File: config.mk
export PLATFORM = sky130hd
export DESIGN_NAME = ram_nn_ctrl
export DESIGN_NICKNAME = d
export VERILOG_FILES = /design/src/rtl/ram_nn_ctrl.sv
export SDC_FILE = /design/constraint.sdc
export NUM_CORES = 1
export LEC_CHECK = 0
export CELL_PAD_IN_SITES_DETAIL_PLACEMENT = 0
export CELL_PAD_IN_SITES_GLOBAL_PLACEMENT = 1
export CORE_ASPECT_RATIO = 1.1
export CORE_MARGIN = 2
export CORE_UTILIZATION = 39
export CTS_BUF_LIST = sky130_fd_sc_hd__clkbuf_8
export DETAILED_ROUTE_END_ITERATION = 8
export PLACE_DENSITY = 0.89
export REMOVE_ABC_BUFFERS = 1
export SYNTH_ARGS = -nofsm -noshare
export SYNTH_HDL_FRONTEND = slang
export SYNTH_SLANG_ARGS = --single-unit
File: constraint.sdc
create_clock -name clk_i -period 7.1 [get_ports clk_i]
set_clock_uncertainty 0.15 [all_clocks]
set_input_delay 1.775 -clock clk_i [delete_from_list [all_inputs] [get_ports clk_i]]
set_output_delay 1.775 -clock clk_i [all_outputs]
set_load 0.01 [all_outputs]
File: src/rtl/ram_nn_ctrl.sv
// Host-side sequencer for the RAM-based neural-network core: streams weights into a
// layer RAM, or runs an inference (activation load, req/ack, result read-out).
module ram_nn_ctrl #(
    parameter int InputWidth     = 49,
    parameter int DataWidth      = 8,
    parameter int NumLayers      = 3,
    parameter int NumOutputLayer = 4,
    parameter int AddrWidth      = $clog2(InputWidth),
    parameter int WgtAddrWidth   = 11,
    parameter int MaxWgtLen      = 1850
) (
    input  logic                         clk_i,
    input  logic                         reset_i,
    input  logic                         cmd_valid_i,
    output logic                         cmd_ready_o,
    input  logic                         cmd_op_i,
    input  logic [$clog2(NumLayers)-1:0] cmd_layer_i,
    input  logic [WgtAddrWidth:0]        cmd_len_i,
    input  logic                         s_valid_i,
    output logic                         s_ready_o,
    input  logic [DataWidth-1:0]         s_data_i,
    output logic                         m_valid_o,
    input  logic                         m_ready_i,
    output logic [DataWidth-1:0]         m_data_o,
    output logic                         m_last_o,
    output logic [$clog2(NumLayers)-1:0] nn_ram_index_o,
    output logic [WgtAddrWidth-1:0]      nn_wgt_addr_o,
    output logic                         nn_wgt_we_o,
    output logic [DataWidth-1:0]         nn_wgt_din_o,
    output logic [AddrWidth-1:0]         nn_actv_addr_o,
    output logic                         nn_actv_we_o,
    output logic [DataWidth-1:0]         nn_actv_din_o,
    output logic [AddrWidth-1:0]         nn_out_addr_o,
    input  logic [DataWidth-1:0]         nn_out_dout_i,
    output logic                         nn_req_o,
    input  logic                         nn_ack_i,
    output logic                         busy_o,
    output logic                         err_o
);

    localparam int LayerW = $clog2(NumLayers);
    localparam logic [LayerW:0]       LAYER_LIMIT = (LayerW+1)'(NumLayers);
    localparam logic [WgtAddrWidth:0] WGT_MAX     = (WgtAddrWidth+1)'(MaxWgtLen);
    localparam logic [WgtAddrWidth:0] WGT_ONE     = (WgtAddrWidth+1)'(1);
    localparam logic [AddrWidth:0]    ACT_LAST    = (AddrWidth+1)'(InputWidth-1);
    localparam logic [AddrWidth:0]    RES_LAST    = (AddrWidth+1)'(NumOutputLayer-1);
    localparam logic [AddrWidth:0]    ACT_ONE     = (AddrWidth+1)'(1);

    typedef enum logic [2:0] {
        IDLE, LD_WGT, LD_ACT, REQ, ACK_LO, RD_ADDR, RD_WAIT, OUT
    } state_t;

    state_t                  state_reg, state_next;
    logic [WgtAddrWidth:0]   wgt_cnt_reg, len_reg;
    // Shared: activation write address during LD_ACT, result index during read-out.
    logic [AddrWidth:0]      act_cnt_reg;
    logic [LayerW-1:0]       ram_index_reg;
    logic [WgtAddrWidth-1:0] wgt_addr_reg;
    logic                    wgt_we_reg;
    logic [DataWidth-1:0]    wgt_din_reg;
    logic [AddrWidth-1:0]    actv_addr_reg;
    logic                    actv_we_reg;
    logic [DataWidth-1:0]    actv_din_reg;
    logic [DataWidth-1:0]    m_data_reg;
    logic                    err_reg;
    logic                    cmd_bad;
    logic                    s_fire;

    assign cmd_bad = ~cmd_op_i && (({1'b0, cmd_layer_i} >= LAYER_LIMIT) ||
                                   (cmd_len_i == '0) || (cmd_len_i > WGT_MAX));
    assign s_fire  = s_valid_i && s_ready_o;

    always_comb begin
        state_next = state_reg;
        case (state_reg)
            IDLE: begin
                if (cmd_valid_i) begin
                    if (cmd_op_i)      state_next = LD_ACT;
                    else if (!cmd_bad) state_next = LD_WGT;
                end
            end
            LD_WGT:  if (s_fire && (wgt_cnt_reg == len_reg - WGT_ONE)) state_next = IDLE;
            LD_ACT:  if (s_fire && (act_cnt_reg == ACT_LAST)) state_next = REQ;
            REQ:     if (nn_ack_i) state_next = ACK_LO;
            ACK_LO:  if (!nn_ack_i) state_next = RD_ADDR;
            RD_ADDR: state_next = RD_WAIT;
            RD_WAIT: state_next = OUT;
            OUT: begin
                if (m_ready_i) state_next = (act_cnt_reg == RES_LAST) ? IDLE : RD_ADDR;
            end
            default: state_next = IDLE;
        endcase
    end

    always_ff @(posedge clk_i) begin
        if (reset_i) begin
            state_reg     <= IDLE;
            wgt_cnt_reg   <= '0;
            len_reg       <= '0;
            act_cnt_reg   <= '0;
            ram_index_reg <= '0;
            wgt_addr_reg  <= '0;
            wgt_we_reg    <= 1'b0;
            wgt_din_reg   <= '0;
            actv_addr_reg <= '0;
            actv_we_reg   <= 1'b0;
            actv_din_reg  <= '0;
            m_data_reg    <= '0;
            err_reg       <= 1'b0;
        end else begin
            state_reg   <= state_next;
            wgt_we_reg  <= 1'b0;
            actv_we_reg <= 1'b0;
            err_reg     <= 1'b0;
            case (state_reg)
                IDLE: begin
                    if (cmd_valid_i) begin
                        if (cmd_op_i) begin
                            act_cnt_reg <= '0;
                        end else if (cmd_bad) begin
                            err_reg <= 1'b1;
                        end else begin
                            ram_index_reg <= cmd_layer_i;
                            len_reg       <= cmd_len_i;
                            wgt_cnt_reg   <= '0;
                        end
                    end
                end
                LD_WGT: begin
                    if (s_fire) begin
                        wgt_we_reg   <= 1'b1;
                        wgt_addr_reg <= wgt_cnt_reg[WgtAddrWidth-1:0];
                        wgt_din_reg  <= s_data_i;
                        wgt_cnt_reg  <= wgt_cnt_reg + WGT_ONE;
                    end
                end
                LD_ACT: begin
                    if (s_fire) begin
                        actv_we_reg   <= 1'b1;
                        actv_addr_reg <= act_cnt_reg[AddrWidth-1:0];
                        actv_din_reg  <= s_data_i;
                        act_cnt_reg   <= act_cnt_reg + ACT_ONE;
                    end
                end
                ACK_LO:  if (!nn_ack_i) act_cnt_reg <= '0;
                RD_WAIT: m_data_reg <= nn_out_dout_i;
                OUT: begin
                    if (m_ready_i && (act_cnt_reg != RES_LAST)) act_cnt_reg <= act_cnt_reg + ACT_ONE;
                end
                default: ;
            endcase
        end
    end

    assign cmd_ready_o    = (state_reg == IDLE);
    assign busy_o         = (state_reg != IDLE);
    assign s_ready_o      = (state_reg == LD_WGT) || (state_reg == LD_ACT);
    assign nn_req_o       = (state_reg == REQ);
    assign m_valid_o      = (state_reg == OUT);
    assign m_last_o       = (state_reg == OUT) && (act_cnt_reg == RES_LAST);
    assign m_data_o       = m_data_reg;
    assign err_o          = err_reg;
    assign nn_ram_index_o = ram_index_reg;
    assign nn_wgt_addr_o  = wgt_addr_reg;
    assign nn_wgt_we_o    = wgt_we_reg;
    assign nn_wgt_din_o   = wgt_din_reg;
    assign nn_actv_addr_o = actv_addr_reg;
    assign nn_actv_we_o   = actv_we_reg;
    assign nn_actv_din_o  = actv_din_reg;
    // The output RAM has a registered read, so the address must be valid in RD_ADDR.
    assign nn_out_addr_o  = ((state_reg == RD_ADDR) || (state_reg == RD_WAIT)) ?
                            act_cnt_reg[AddrWidth-1:0] : '0;

endmodule
==> results.cfg, run 1 <==
[placed_design]
place_area_mm2 = 0.00463
place.detailed.hpwl_um = 6220
port_buffers = 94
gp_congestion = 0.804
post-place-cells = 642

[synth]
synth-seq-cells = 80
synthCells = 456
avgSynthCellArea_um2 = 8.01
synth_edf_count = 0
synth_cell_types = 52
post_synth_instance_area_mm2 = 0.00365
async_flop_share = 0
synth-seq-area-share = 0.438
ys_warn_count = 0
synthFlopType = dfxtp_1

[global_route]
grt-ovfl-total = 0
grt_pass1_wl_um = 14600
antenna_found_initial = 0
grt_pass1_vias = 3204
grt_max_degree = 64
gr-usage-all-layers = 0.178

[sta]
min_period_over_period = 0.605
hold_viol = 0
fmax_mhz = 233
setup_violations = 0
relSlewSlack = 0.262
period_needed_ps = 4300
rsz0062_at_grt = false
tightestPinTransition_ps = 1110
finalMaxSlewViolations = 0
finalSetupTns_ps = 0

[routing]
drtIter0Drc = 115
vias_per_cell = 5.07
wirelength_um = 8710
routedWlPerCell_um = 13.2
first_pass_iters = 4
vias = 3339
drtAntennaViolNets = 0
drc = 0

[die]
core_area_mm2 = 0.00926
die_y_um = 106
row_count = 37
initial_core_util = 0.395
pin_count = 95
die_x_um = 96.3
die_area_mm2 = 0.0102

[cells_and_area]
final_nets = 577
multi_input_area_mm2 = 0.00189
final_cells = 658
regArea_mm2 = 0.00160
n_fill_cell = 881
final_area_mm2 = 0.00485
diodes = 0
area_growth_pct = 32.6
drive_above_1_share = 0.0407

[power]
p_switching_uw = 344
switching_share = 0.303
ir_drop_mv = 0.0891
p_int_uw = 792
p_leak_uw = 0.00164
powerDensity_mw_per_mm2 = 234
power_frac_seq = 0.443
combPwrFrac = 0.230
clkPwrFrac = 0.328

[worst_hold_path]
hold_class = flip-flop to flip-flop
min-delay-start = m_data_o[1]$_SDFFE_PP0P_

[clocking]
cts_root_buffer = clkbuf_8
clk_latency_ps = 360
cts_hold_buffers = 0
cts_inserted_buffers = 9
cts.sinks = 80
clk_pin_slew_ps = 80
cts_tree = built
htree_levels = 3
cts_resized = 0
cts_setup_buffers = 0
clock_path_buffers = 2

[worst_setup_path]
reg2reg_to = act_cnt_reg[6]$_SDFFE_PP0P_
ff2ff_setup_slack_ps = 4380
path_max_fanout = 22
critPathArrivalTime_ps = 2370
timing.critical_path.to = nn_out_addr_o[1]
worstSetupStartpointType = flip-flop
reg2reg_from = state_reg[2]$_SDFFE_PP0P_
path_class = flip-flop to output port
startpoint = state_reg[2]$_SDFFE_PP0P_
crit_required_ps = 5180
r2r_cells = 6
endpoint_kind = output port

[run]
max_cap_violations = 0

[outcome]
status = finished clean
-- power groups by stage --
stage          registers [uW]  clock network [uW]  logic (uW)
2_1_floorplan             512                   0         147
4_1_cts                   503                 380         264
3_5_place_dp              514                   0         263
6_report                  503                 372         261
3_3_place_gp              513                   0         261
5_1_grt                   509                 401         293
-- per-stage QoR --
| step | hold WS, ps | worst slack (ps) | power, uW | util |
|---|---|---|---|---|
| after detailed placement | 294 | 2710 | 777 | 0.500 |
| after floorplan | 285 | 3410 | 659 | - |
| after global routing | 320 | 2610 | 1200 | 0.524 |
| after CTS | 307 | 2800 | 1150 | 0.524 |
| after global placement | 291 | 2810 | 773 | 0.500 |
| final | 304 | 2800 | 1140 | 0.524 |
-- cell type report --
type / instances / share of cell area
multi-input cells: 337 / 0.390
flip-flops and latches: 80 / 0.330
repair buffers: 95 / 0.195
well taps: 117 / 0.0302
clock buffers: 9 / 0.0256
clock inverters: 7 / 0.0196
inverters: 13 / 0.0101
-- cells in the mapped netlist (4+ instances only) --
| master | instances | area share |
|---|---|---|
| nand2_1 | 89 | 0.091 |
| dfxtp_1 | 80 | 0.44 |
| nor2_1 | 50 | 0.051 |
| a21oi_1 | 48 | 0.066 |
| clkbuf_1 | 20 | 0.021 |
| xnor2_1 | 20 | 0.048 |
| nand3_1 | 17 | 0.023 |
| nor3_1 | 15 | 0.021 |
| mux2i_1 | 14 | 0.038 |
| inv_1 | 13 | 0.013 |
| xor2_1 | 11 | 0.026 |
| and3_1 | 7 | 0.012 |
| nand2b_1 | 5 | 0.0086 |
| ha_1 | 4 | 0.014 |
| nand4_1 | 4 | 0.0068 |
-- metal layers --
metal  vias up  global-route usage  share of wire
met4         0              0.0543          0.013
met2        71               0.315           0.51
li1       1697                   -              -
met3        14              0.0386          0.045
met1      1557               0.213           0.43
met5         -                   0              0
-- critical path, cell delays in order (launching register included) --
cell and delay, ps:
dfxtp_1 770, inv_1 350, nor3_1 310, clkdlybuf4s50_1 580
-- worst min path at each step --
stage                                                to  slack [ps]  depth (start not counted)
final                          m_data_o[1]$_SDFFE_PP0P_         300                          2
after global routing           m_data_o[1]$_SDFFE_PP0P_         320                          2
after CTS                      m_data_o[1]$_SDFFE_PP0P_         310                          2
after detailed placement       len_reg[11]$_SDFFE_PP0P_         290                          2
after global placement    nn_wgt_addr_o[0]$_SDFFE_PP0P_         290                          2
after floorplan                len_reg[11]$_SDFFE_PP0P_         280                          2
-- cell families (layout without fill, tap and decap cells) --
| logic type | Yosys count | count (layout) | share of synthesized area |
|---|---|---|---|
| multiplexers | 14 | 14 | 0.0383 |
| adder cells (fa/ha/maj) | 4 | 4 | 0.0137 |
| AO/OA/AOI/OAI | 72 | 72 | 0.117 |
| buffers and inverters | 39 | 124 | 0.0452 |
| AND/OR/NAND/NOR | 216 | 216 | 0.273 |
| flip-flops | 80 | 80 | 0.438 |
| XOR/XNOR | 31 | 31 | 0.0743 |
-- layout by cell type, fill, tap and decap left out, drive strengths merged, types with 3 or more instances in the layout --
master,count
nand3,17
dfxtp,80
or4,3
nand2,89
nor2,51
nor3,16
clkinv,3
nor4,3
xor2,11
and3,7
nand2b,5
or3,3
mux2i,14
xnor2,20
ha,4
and2,4
clkdlybuf4s50,93
clkbuf,9
nor2b,3
inv,15
a41oi,3
nand4,4
a21oi,48
o21ai,3
No activity file was read; power rests on OpenSTA's default activity.
==> inputs of run 2 (changes only) <==
--- a/config.mk
+++ b/config.mk
@@ -9,10 +9,10 @@
 export CELL_PAD_IN_SITES_GLOBAL_PLACEMENT = 1
 export CORE_ASPECT_RATIO = 1.1
 export CORE_MARGIN = 2
-export CORE_UTILIZATION = 39
+export CORE_UTILIZATION = 33
 export CTS_BUF_LIST = sky130_fd_sc_hd__clkbuf_8
 export DETAILED_ROUTE_END_ITERATION = 8
-export PLACE_DENSITY = 0.89
+export PLACE_DENSITY = 0.8
 export REMOVE_ABC_BUFFERS = 1
 export SYNTH_ARGS = -nofsm -noshare
 export SYNTH_HDL_FRONTEND = slang
==> constraint.sdc (replaced) <==
create_clock -name clk_i -period 3.89 [get_ports clk_i]
set_clock_uncertainty 0.15 [all_clocks]
set_input_delay 0.9725 -clock clk_i [delete_from_list [all_inputs] [get_ports clk_i]]
set_output_delay 0.9725 -clock clk_i [all_outputs]
set_load 0.01 [all_outputs]
==> run 2 against run 1 <==
- clock-buffer cell count did not move
- critical path depth up 1
- worst hold slack improved by 1.7 ps
- routed wire length increased by 4.6%
- setup slack lost 2100 ps
- sequential power up 82%
- final area up 2.0%
- critical endpoint is now nn_out_addr_o[3]
- largest cell class unchanged
- largest power group unchanged
==> results.cfg, run 2 (synthesis results as in run 1) <==
[outcome]
status = finished clean

[clocking]
cts.sinks = 80
clk_pin_slew_ps = 80
htree_levels = 3
cts_inserted_buffers = 9
clock_path_buffers = 2
cts_resized = 0
cts_hold_buffers = 0
clk_latency_ps = 370
cts_setup_buffers = 0
cts_root_buffer = clkbuf_8
cts_tree = built

[sta]
min_period_over_period = 0.833
rsz0062_at_grt = false
setup_violations = 0
hold_viol = 0
tightestPinTransition_ps = 897
fmax_mhz = 309
relSlewSlack = 0.402
period_needed_ps = 3240
fin_ws_ps = 651
finalSetupTns_ps = 0
finalMaxSlewViolations = 0

[power]
ir_drop_mv = 0.188
clkPwrFrac = 0.354
p_leak_uw = 0.00167
combPwrFrac = 0.227
powerDensity_mw_per_mm2 = 440
power_frac_seq = 0.419
switching_share = 0.300
p_switching_uw = 654
p_int_uw = 1520

[routing]
routedWlPerCell_um = 13.2
vias_per_cell = 4.86
drtAntennaViolNets = 0
vias = 3365
drc = 0
first_pass_iters = 4
wirelength_um = 9110
drtIter0Drc = 88

[cells_and_area]
diodes = 0
final_area_mm2 = 0.00495
final_cells = 692
drive_above_1_share = 0.0495
final_common_cell = clkdlybuf4s50_1
layout_common_cells = clkdlybuf4s50_1, nand2_1, dfxtp_1
final_nets = 581
area_growth_pct = 35.3

[die]
pin_count = 95
die_x_um = 104
core_area_mm2 = 0.0109
die_y_um = 114
die_area_mm2 = 0.0119
initial_core_util = 0.337
row_count = 40

[global_route]
grt-ovfl-total = 0
grt_pass1_vias = 3172
gr-usage-all-layers = 0.155
met1_usage = 0.180
grt_max_degree = 41
grt_pass1_wl_um = 14900
grt_use_met3 = 0.0324
grt-busiest-layer = met2
antenna_found_initial = 0
use_met2 = 0.275

[worst_setup_path]
critPathArrivalTime_ps = 2120
worstSetupStartpointType = flip-flop
cp_slowest_cell = xnor2_1
path_class = flip-flop to output port
crit_required_ps = 2770
crit_path_max_incr_delay_ps = 540
crit_chain = xnor2_1 > nor2_1 > and2_1 > clkdlybuf4s50_1
endpoint_kind = output port
path_max_fanout = 16

[placed_design]
post-place-cells = 676
port_buffers = 94
place_area_mm2 = 0.00470
pre_cts_ws_ps = 574
place.detailed.hpwl_um = 6480
gp_congestion = 0.820

[worst_hold_path]
hold_class = flip-flop to flip-flop

[run]
max_cap_violations = 0
==> run 2: per-stage QoR <==
stage,utilization,power [uW],hold WS [ps]
after CTS,0.455,2200,310
after floorplan,-,1200,285
after global placement,0.432,1420,292
final,0.455,2180,306
after global routing,0.455,2290,331
after detailed placement,0.432,1430,297
==> run 2: final cells by class <==
cell class,count,area [um2]
fillers,1081,5910
clock inverters,7,126
multi-input cells,337,1890
inverters,13,48.8
flip-flops and latches,80,1600
repair buffers,99,973
well taps,147,184
clock buffers,9,124
==> run 2: routing by layer <==
metal,routed length [um],vias to the layer above
met5,0,-
met4,166,0
met3,405,11
met2,4500,65
met1,4050,1577
li1,-,1712
==> run 2: critical path: cells and delay by family (launching register included) <==
kind / cells / cell delay [ps]
buffers and inverters: 1 / 480
DFF: 1 / 460
xor gates and xnor gates: 1 / 540
and+or+nand+nor: 2 / 270
==> run 2: power groups by stage <==
stage               registers (uW)  logic [uW]  clock network [uW]
CTS                            913         502                 790
finish                         913         494                 771
detailed placement             933         499                   0
global placement               931         491                   0
floorplan                      934         269                   0
global route                   921         553                 819
==> run 2: worst paths after layout <==
kind                                  startpoint                              to  slack, ps  cells past startpoint
hold reg to reg   nn_actv_addr_o[4]$_SDFFE_PP0P_  nn_actv_addr_o[4]$_SDFFE_PP0P_        310                      2
hold / removal    nn_actv_addr_o[4]$_SDFFE_PP0P_  nn_actv_addr_o[4]$_SDFFE_PP0P_        310                      2
setup / recovery       state_reg[0]$_SDFFE_PP0P_                nn_out_addr_o[3]        650                      4
setup reg to reg         len_reg[2]$_SDFFE_PP0P_       state_reg[0]$_SDFFE_PP0P_       1350                      6
==> inputs of run 3 (changes only) <==
--- a/config.mk
+++ b/config.mk
@@ -9,10 +9,10 @@
 export CELL_PAD_IN_SITES_GLOBAL_PLACEMENT = 1
 export CORE_ASPECT_RATIO = 1.1
 export CORE_MARGIN = 2
-export CORE_UTILIZATION = 33
+export CORE_UTILIZATION = 36
 export CTS_BUF_LIST = sky130_fd_sc_hd__clkbuf_8
 export DETAILED_ROUTE_END_ITERATION = 8
-export PLACE_DENSITY = 0.8
+export PLACE_DENSITY = 0.83
 export REMOVE_ABC_BUFFERS = 1
 export SYNTH_ARGS = -nofsm -noshare
 export SYNTH_HDL_FRONTEND = slang
==> constraint.sdc (replaced) <==
create_clock -name clk_i -period 3.1 [get_ports clk_i]
set_clock_uncertainty 0.15 [all_clocks]
set_input_delay 0.775 -clock clk_i [delete_from_list [all_inputs] [get_ports clk_i]]
set_output_delay 0.775 -clock clk_i [all_outputs]
set_load 0.01 [all_outputs]
==> run 3 against run 2 <==
- combinational power grew 33%
- die area shrank 8.0%
- sequential share of layout area is essentially flat
- final cell count shrank 2.3%
- power grew 17%
- flip-flop and latch count is the same
- routed wire length shrank 1.9%
- critical path type unchanged
- register-to-register slack lost 950 ps
- sequential power grew 24%
- highest routed layer unchanged
==> results.cfg, run 3 (synthesis results as in run 1) <==
[sta]
fmax_mhz = 348
min_period_over_period = 0.927
relSlewSlack = 0.569
hold_viol = 0
setup_violations = 0
period_needed_ps = 2870
tightestPinTransition_ps = 646
finalMaxSlewViolations = 0
rsz0062_at_grt = false

[power]
ir_drop_mv = 0.188
power_uw = 2540
powerDensity_mw_per_mm2 = 514
p_leak_uw = 0.00170

[worst_hold_path]
holdPathStages = 2
min-delay-start = nn_actv_addr_o[3]$_SDFFE_PP0P_
hold_path_end = nn_actv_addr_o[3]$_SDFFE_PP0P_
hold_class = flip-flop to flip-flop

[worst_setup_path]
reg2reg_to = state_reg[0]$_SDFFE_PP0P_
r2r_cells = 7
critPathArrivalTime_ps = 1950
path_class = flip-flop to output port
endpoint_kind = output port
worstSetupStartpointType = flip-flop
ff2ff_setup_slack_ps = 400
reg2reg_from = len_reg[2]$_SDFFE_PP0P_
crit_required_ps = 2170
path_max_fanout = 12

[clocking]
cts_inserted_buffers = 9
cts_hold_buffers = 0
htree_levels = 3
cts_tree = built
clock_path_buffers = 2
cts_resized = 0
clk_latency_ps = 350
cts_setup_buffers = 0
clk_pin_slew_ps = 80
cts_root_buffer = clkbuf_8
cts.sinks = 80

[cells_and_area]
layout_common_cells = clkdlybuf4s50_1, nand2_1, dfxtp_1
diodes = 0
drive_above_1_share = 0.0683
final_common_cell = clkdlybuf4s50_1
final_cells = 676
final_nets = 592
area_growth_pct = 35.3

[routing]
drc = 0
drtAntennaViolNets = 0
drtIter0Drc = 104
vias_per_cell = 5.03
routedWlPerCell_um = 13.2
vias = 3398
wirelength_um = 8940
first_pass_iters = 4

[global_route]
gr-usage-all-layers = 0.168
antenna_found_initial = 0
grt_pass1_wl_um = 15000
grt_max_degree = 38
grt_pass1_vias = 3274
grt-ovfl-total = 0

[placed_design]
port_buffers = 94
gp_congestion = 0.855
place.detailed.hpwl_um = 6560
post-place-cells = 660

[outcome]
status = finished clean

[die]
initial_core_util = 0.370
pin_count = 95
die_y_um = 110
die_area_mm2 = 0.0110
row_count = 38
core_area_mm2 = 0.00989
die_x_um = 100

[run]
max_cap_violations = 0
==> run 3: where the power goes <==
part	switching (uW)	internal [uW]	leakage (uW)
registers	51.9	1080	0.000646
clock network	382	372	0.000101
logic	349	309	0.000957
==> run 3: worst max path at each step <==
| stage | from | endpoint | slack, ps | cells after the start |
|---|---|---|---|---|
| detailed placement | cmd_len_i[5] | len_reg[4]$_SDFFE_PP0P_ | -20 | 8 |
| floorplan | cmd_len_i[1] | wgt_cnt_reg[1]$_SDFFE_PP0P_ | 410 | 6 |
| finish | state_reg[1]$_SDFFE_PP0P_ | nn_out_addr_o[3] | 230 | 4 |
| global route | act_cnt_reg[2]$_SDFFE_PP0P_ | m_last_o | 40 | 4 |
| CTS | state_reg[1]$_SDFFE_PP0P_ | nn_out_addr_o[3] | 100 | 4 |
| global placement | cmd_len_i[5] | wgt_cnt_reg[1]$_SDFFE_PP0P_ | 50 | 7 |
==> run 3: worst max-delay path, cell delays in order (launching register included) <==
cell and delay [ps]:
dfxtp_1 590, xnor2_2 210, nor2_1 140, and2_1 130
clkdlybuf4s50_1 530
==> run 3: stage by stage <==
stage,cell area [um2],TNS [ps],util,hold WS (ps),setup slack [ps]
finish,4940,0,0.500,305,228
global route,4940,0,0.500,334,37.3
CTS,4940,0,0.499,307,98.8
detailed placement,4740,-124,0.480,296,-21.4
global placement,4740,0,0.480,290,50.7
floorplan,3540,0,-,285,415
==> run 3: layout make-up <==
cell class | count | area, um2
clock buffer | 9 | 124
clock inverter | 7 | 68.8
fill | 972 | 4940
inverter | 13 | 48.8
multi-input combinational | 337 | 1900
sequential | 80 | 1600
tap | 120 | 150
timing repair buffer | 110 | 1060
==> run 3: routing by layer <==
metal  up-vias  wire length, um  global-route usage
met2        75             4460               0.298
met3        11              429              0.0394
met5         -                0                   0
li1       1734                -                   -
met1      1578             3960               0.199
met4         0               93              0.0548
